<file path="src/rtl/logic_sel_pkg.sv">
// Shared definitions for the OR/AND logic selector and its BIST initiator.
// Pure package: no latency, no flow control.
package logic_sel_pkg;

   typedef enum logic [1:0] {
      ST_IDLE,
      ST_DRIVE,
      ST_DRAIN,
      ST_DONE
   } state_t;

   localparam logic [7:0] LFSR_TAPS    = 8'hB8;
   localparam logic [7:0] DEFAULT_SEED = 8'hA5;

   // One in-flight expectation travelling alongside the selector latency.
   typedef struct packed {
      logic       vld;
      logic [7:0] idx;
      logic [7:0] expd;
   } chk_t;

   function automatic logic [7:0] sel_op(input logic [7:0] a, input logic [7:0] b);
      return a[7] ? (a | b) : (a & b);
   endfunction

   function automatic logic [7:0] lfsr_next(input logic [7:0] s);
      return (s >> 1) ^ (s[0] ? LFSR_TAPS : 8'h00);
   endfunction

endpackage

</file>
<file path="src/rtl/lfsr8.sv">
// 8-bit right-shifting Galois LFSR with synchronous load and step enable.
// One cycle from load/step to new value; no backpressure.
module lfsr8
   import logic_sel_pkg::*;
(
   input  logic       clk,
   input  logic       rst,
   input  logic       load,
   input  logic       step,
   input  logic [7:0] seed,
   output logic [7:0] value
);

   always_ff @(posedge clk) begin
      if (rst) begin
         value <= 8'h01;
      end else if (load) begin
         value <= seed;
      end else if (step) begin
         value <= lfsr_next(value);
      end
   end

endmodule

</file>
<file path="config.mk">
export PLATFORM = sky130hd
export DESIGN_NAME = lfsr8
export DESIGN_NICKNAME = d
export VERILOG_FILES = /design/src/rtl/logic_sel_pkg.sv /design/src/rtl/lfsr8.sv
export SDC_FILE = /design/constraint.sdc
export NUM_CORES = 1
export LEC_CHECK = 0
export CAP_MARGIN = 10
export CORE_AREA = 4 4 41 43
export CTS_CLUSTER_DIAMETER = 60
export DETAILED_ROUTE_END_ITERATION = 8
export DIE_AREA = 0 0 45 47
export PLACE_DENSITY = 0.77
export SYNTH_ARGS = -nofsm -noshare
export SYNTH_HDL_FRONTEND = slang
export SYNTH_SLANG_ARGS = --single-unit
</file>
<file path="constraint.sdc">
create_clock -name clk -period 1.19 [get_ports clk]
set_input_delay 0.238 -clock clk [delete_from_list [all_inputs] [get_ports clk]]
set_output_delay 0.238 -clock clk [all_outputs]
set_load 0.005 [all_outputs]
</file>
==> results.tsv, run 1 <==
metric	value	unit
Seq pwr share	0.463	
Longest Clk Path Bufs	2	
hold crit path type	in2reg	
via count	389	
Num CTS Buffers	3	
Die H	47	um
WP data arrival	1.32	ns
fmax	864	MHz
gpl congestion	0.680	
Largest Register	value	
Critical R2R Launch	value[5]	
total track usage	0.101	
Worst setup SP type	primary input	
Hold Path End	value[3]	
Worst Setup Path Type	in2reg	
Antenna diodes	0	
CTS tree	built	
first-pass GRT wire length	1.49	mm
largest net degree at the start of global routing	9	
Worst Hold Depth	2	
Critical Path End Type	flip-flop	
IO Port Bufs	19	
post-synth cell types	16	
power per cell area	1020	nW/um^2
max_slew headroom	0.840	
top flop regs	value (8)	
total iterations of the first detailed-routing run	3	
Worst-Skew Late Latency	0.25	ns
Syn Area/Cell	10.0	um^2
Worst-Margin Slew	0.239	ns
vias in the first global route	359	
sequential area share after synthesis	0.380	
Sw Ratio	0.241	
number of flip-flops in the largest register	8	
crit-path max FO	5	
Hold Startpoint	rst	
initial antenna violation count	0	
Leak Pwr	0.290	nW
maxcap violations	0	
cells taking the most area after synthesis	dfxtp_1, mux2i_1, or4b_1	
clock root buffer	clkbuf_4	
number of synthesized register bits	8	
Gate power share	0.235	
Max Slew Vio Count	0	
DIE AREA	2120	um^2
min Tclk post-route	1.16	ns
Remaining Overflow, GRT	0	
clock share of power	0.302	
critical path data required time	1.35	ns
initial DRC count	4	
Cell Rows	13	
Final period util	0.972	
post-synth top area share	0.380	
DRC	0	
final hold viol count	0	
WL/cell	12.2	um
Area growth syn-to-layout	55.8	%
R2R setup slack	0.25	ns
core area	1300	um^2
outcome	finished, final reports clean	
H-tree levels	1	
worst r2r dst	value[5]	
switching power	0.000162	W
Initial Util	0.324	
Finish-stage setup viols	0	
width of the chip	45	um
HPWL Detailed	733	um
cts hold-fix bufs	0	
Post-Route WL	976	um
RSZ-0062 raised after global routing	no	
Detail Route Antenna Nets	0	
hold_ws	0.408	ns
leading area contributor after synthesis	dfxtp_1	
Register-to-Register Path Depth	2	
# clock sinks	8	
Max Clock Skew	0.00573	ns
Gate Count Post-Synth	42	
DR vias/cell	4.86	
setup slack after layout	0.0331	ns
maximum vdd drop	0.000544	V
Syn Nets	54	
layout cells sized above 1	0.215	
I/O pin count	20	
Synth Cell Area	422	um^2
worst slack at placement	-0.270	ns
count of nets after finishing	79	
Ys Warns	0	
Clock transition at path regs	0.06	ns
Power Internal	0.000510	W
post-CTS setup buffer count	0	
==> critical path, stage by stage <==
cell and delay, ns:
clkdlybuf4s50_1 0.52, or3b_4 0.41, o221ai_1 0.15
==> metrics by stage <==
step                area [um^2]  std cells  total power (W)  TNS (ns)  utilization
floorplan                   422         42         0.000391         0            -
global placement            637         77         0.000488     -1.52        0.489
detailed placement          637         77         0.000490     -1.68        0.489
CTS                         654         80         0.000686         0        0.503
global route                657         80         0.000718         0        0.505
finish                      657         80         0.000673         0        0.505
==> kinds of logic (layout without fill, tap and decap cells) <==
kind of cell,after synthesis,in the layout,share of synthesized area
flops,8,8,0.380
compound gates,8,8,0.145
xor+xnor,3,3,0.0623
simple gates,13,13,0.211
buf+inv,5,28,0.0831
mux,5,5,0.119
==> cell usage after synthesis (all sizes together) <==
master / instances
dfxtp: 8
mux2i: 5
a211oi: 4
nor2b: 4
buf: 3
nand2: 3
o221ai: 3
or4b: 3
xnor2: 3
a21oi: 1
clkbuf: 1
inv: 1
nor2: 1
nor3b: 1
or3b: 1
==> per-layer routing <==
metal,routed length [um],up-vias,global-route usage
li1,-,199,-
met1,432,173,0.126
met2,434,15,0.144
met3,97,2,0.0383
met4,12,0,0.0702
met5,0,-,0
==> cells in the final DEF, fill, tap and decap left out <==
cell type and count:
nand2_1 3, a21oi_1 1, mux2i_1 5, inv_1 1, dlymetal6s2s_1 1, nor2b_1 4
or3b_4 1, dfxtp_2 5, clkbuf_4 3, a211oi_1 4, or4b_1 3, dfxtp_1 3
nor3b_1 1, xnor2_1 3, buf_4 5, clkdlybuf4s50_1 9, nor2_1 1, dlygate4sd2_1 9
o221ai_1 3
==> power by group through the flow <==
stage                     logic [W]  clock network, W  registers [W]
after CTS                  0.000161          0.000213       0.000311
final                      0.000158          0.000203       0.000311
after detailed placement   0.000176                 0       0.000314
after floorplan           0.0000771                 0       0.000314
after global routing       0.000172          0.000231       0.000315
after global placement     0.000174                 0       0.000314
==> worst max-delay path by stage <==
stage	start	endpoint	slack [ns]	depth (start not counted)
final	step	value[5]	0.03	3
after global routing	step	value[3]	0.01	3
after CTS	rst	value[5]	0.007	3
after detailed placement	load	value[5]	-0.27	3
after global placement	load	value[5]	-0.26	3
after floorplan	step	value[3]	0.20	3
==> repair_timing <==
| item | CTS | global route |
|---|---|---|
| hold endpoints to repair | 0 | 0 |
| setup endpoints to repair | 11 | 3 |
| gates resized for setup | 14 | 1 |
==> cell type report <==
class	count	area [um^2]
fillers	143	644
multi-input cells	29	226
repair buffers	24	219
flip-flops and latches	8	166
clock buffers	3	22.5
well taps	15	18.8
inverters	1	3.75
Power figures use the tool's default switching activity.
==> run 2: changes to the inputs <==
--- a/config.mk
+++ b/config.mk
@@ -12,3 +12,2 @@
 export DIE_AREA = 0 0 45 47
-export PLACE_DENSITY = 0.77
 export SYNTH_ARGS = -nofsm -noshare
==> constraint.sdc (replaced) <==
create_clock -name clk -period 1.19 [get_ports clk]
set_input_delay 0.1785 -clock clk [delete_from_list [all_inputs] [get_ports clk]]
set_output_delay 0.1785 -clock clk [all_outputs]
set_load 0.005 [all_outputs]
==> run 2 against run 1 <==
Final cell count rose by 3.8%. Maximum frequency is 4.2% higher. Wire length decreased by 2.4%. Worst hold slack worse by 0.010 ns. Sequential power hardly changed. Clock power hardly changed. Combinational power grew 6%. Non-clock buffer count increased by 3. Final area grew 4.2%. Sequential cell count unchanged. Critical path type unchanged.
==> results.tsv, run 2 (synthesis results as in run 1) <==
metric	value	unit
min Tclk post-route	1.11	ns
Max Slew Vio Count	0	
Num CTS Buffers	3	
crit-path max cell delay	0.50	ns
placed cell count	80	
max_slew headroom	0.835	
WL/cell	11.5	um
Final period util	0.933	
core area	1300	um^2
R2R setup slack	0.25	ns
I/O pin count	20	
Finished Layout Cells	83	
initial antenna violation count	0	
maximum vdd drop	0.000458	V
critical path data required time	1.35	ns
Critical Path End Type	flip-flop	
worst slack at placement	-0.229	ns
Hold Path End	value[5]	
Antenna diodes	0	
Area growth syn-to-layout	62.3	%
CTS tree	built	
final hold viol count	0	
Final Util	0.526	
maxcap violations	0	
HPWL Detailed	737	um
crit path max-delay cell type	clkdlybuf4s50_1	
layout cells sized above 1	0.265	
hold crit path type	in2reg	
critical path's top delay family	buffers and inverters	
Finish-stage setup viols	0	
number of flip-flops in the largest register	8	
Die H	47	um
top flop regs	value (8)	
Longest Clk Path Bufs	2	
DR vias/cell	4.70	
H-tree levels	1	
Post-Route WL	953	um
setup slack after layout	0.0800	ns
outcome	finished, final reports clean	
# clock sinks	8	
Largest Register	value	
first-pass GRT wire length	1.46	mm
Initial Util	0.324	
total iterations of the first detailed-routing run	2	
Worst-Skew Late Latency	0.25	ns
Worst Setup Path Type	in2reg	
IO Port Bufs	19	
power per cell area	992	nW/um^2
Cell Rows	13	
via count	390	
area of the multi-input gates	226	um^2
Leak Pwr	0.313	nW
total track usage	0.0989	
fmax	901	MHz
commonest cells after routing, fill and taps aside	clkdlybuf4s50_1, dlygate4sd2_1, buf_4	
Worst setup SP type	primary input	
Register-to-Register Path Depth	2	
CP cell instances	clkdlybuf4s50_1, or3b_4, o221ai_1	
Remaining Overflow, GRT	0	
Detail Route Antenna Nets	0	
largest net degree at the start of global routing	8	
gpl congestion	0.659	
Max Clock Skew	0.00114	ns
width of the chip	45	um
RSZ-0062 raised after global routing	no	
most common cell after layout, fill and taps aside	clkdlybuf4s50_1	
DRC	0	
Hold Startpoint	step	
DIE AREA	2120	um^2
vias in the first global route	366	
Clock transition at path regs	0.05	ns
fillers	133	
crit path buf inv count	1	
Setup TNS	0	ns
Seq. cell area	168	um^2
worst r2r dst	value[3]	
Critical R2R Launch	value[3]	
clock root buffer	clkbuf_4	
Worst-Margin Slew	0.247	ns
count of nets after finishing	82	
WP data arrival	1.27	ns
initial DRC count	1	
Worst Hold Depth	3	
crit-path max FO	6	
==> run 2: cell types whose count changed in the layout (fill, tap and decap cells not counted), sizes merged <==
| cell | change |
|---|---|
| dlymetal6s2s | +1 |
| dlygate4sd2 | -1 |
| buf | +3 |
==> run 2: stage by stage <==
step	area (um^2)	hold slack (ns)	power [W]
floorplan	422	0.330	0.000391
global placement	659	0.559	0.000500
detailed placement	659	0.557	0.000497
CTS	679	0.511	0.000696
global route	684	0.453	0.000719
finish	684	0.398	0.000679
==> run 2: layout make-up <==
| type | instances | area share |
|---|---|---|
| timing repair buffer | 27 | 0.358 |
| multi-input combinational | 29 | 0.331 |
| sequential | 8 | 0.245 |
| clock buffer | 3 | 0.0329 |
| tap | 15 | 0.0274 |
| inverter | 1 | 0.00548 |
==> run 2: timing repair <==
action | in CTS | in global routing
resized for setup | 14 | 2
buffers inserted | 0 | 0
hold buffers | 0 | 0
setup endpoints to repair | 8 | 3
==> run 2: worst max path at each step <==
stage	from	end	slack [ns]	cells after the start
3_5_place_dp	load	value[3]	-0.23	3
3_3_place_gp	step	value[3]	-0.22	3
6_report	rst	value[3]	0.08	3
2_1_floorplan	step	value[3]	0.26	3
4_1_cts	load	value[3]	0.01	3
5_1_grt	rst	value[3]	0.04	3
==> run 2: per-layer routing <==
layer	vias up	global-route usage	wire length (um)
met1	170	0.126	433
met3	0	0.0307	77
li1	208	-	-
met2	12	0.141	443
met5	-	0	0
met4	0	0.0702	0
==> run 2: where the power goes <==
part / internal [W] / switching, W / leakage [nW]
registers: 0.000295 / 0.0000160 / 0.0683
logic: 0.000108 / 0.0000593 / 0.231
clock network: 0.000115 / 0.0000858 / 0.0138
==> run 2: tightest hold or removal path, stage by stage <==
cell and delay (ns):
dlymetal6s2s_1 0.18, or4b_1 0.14, o221ai_1 0.09
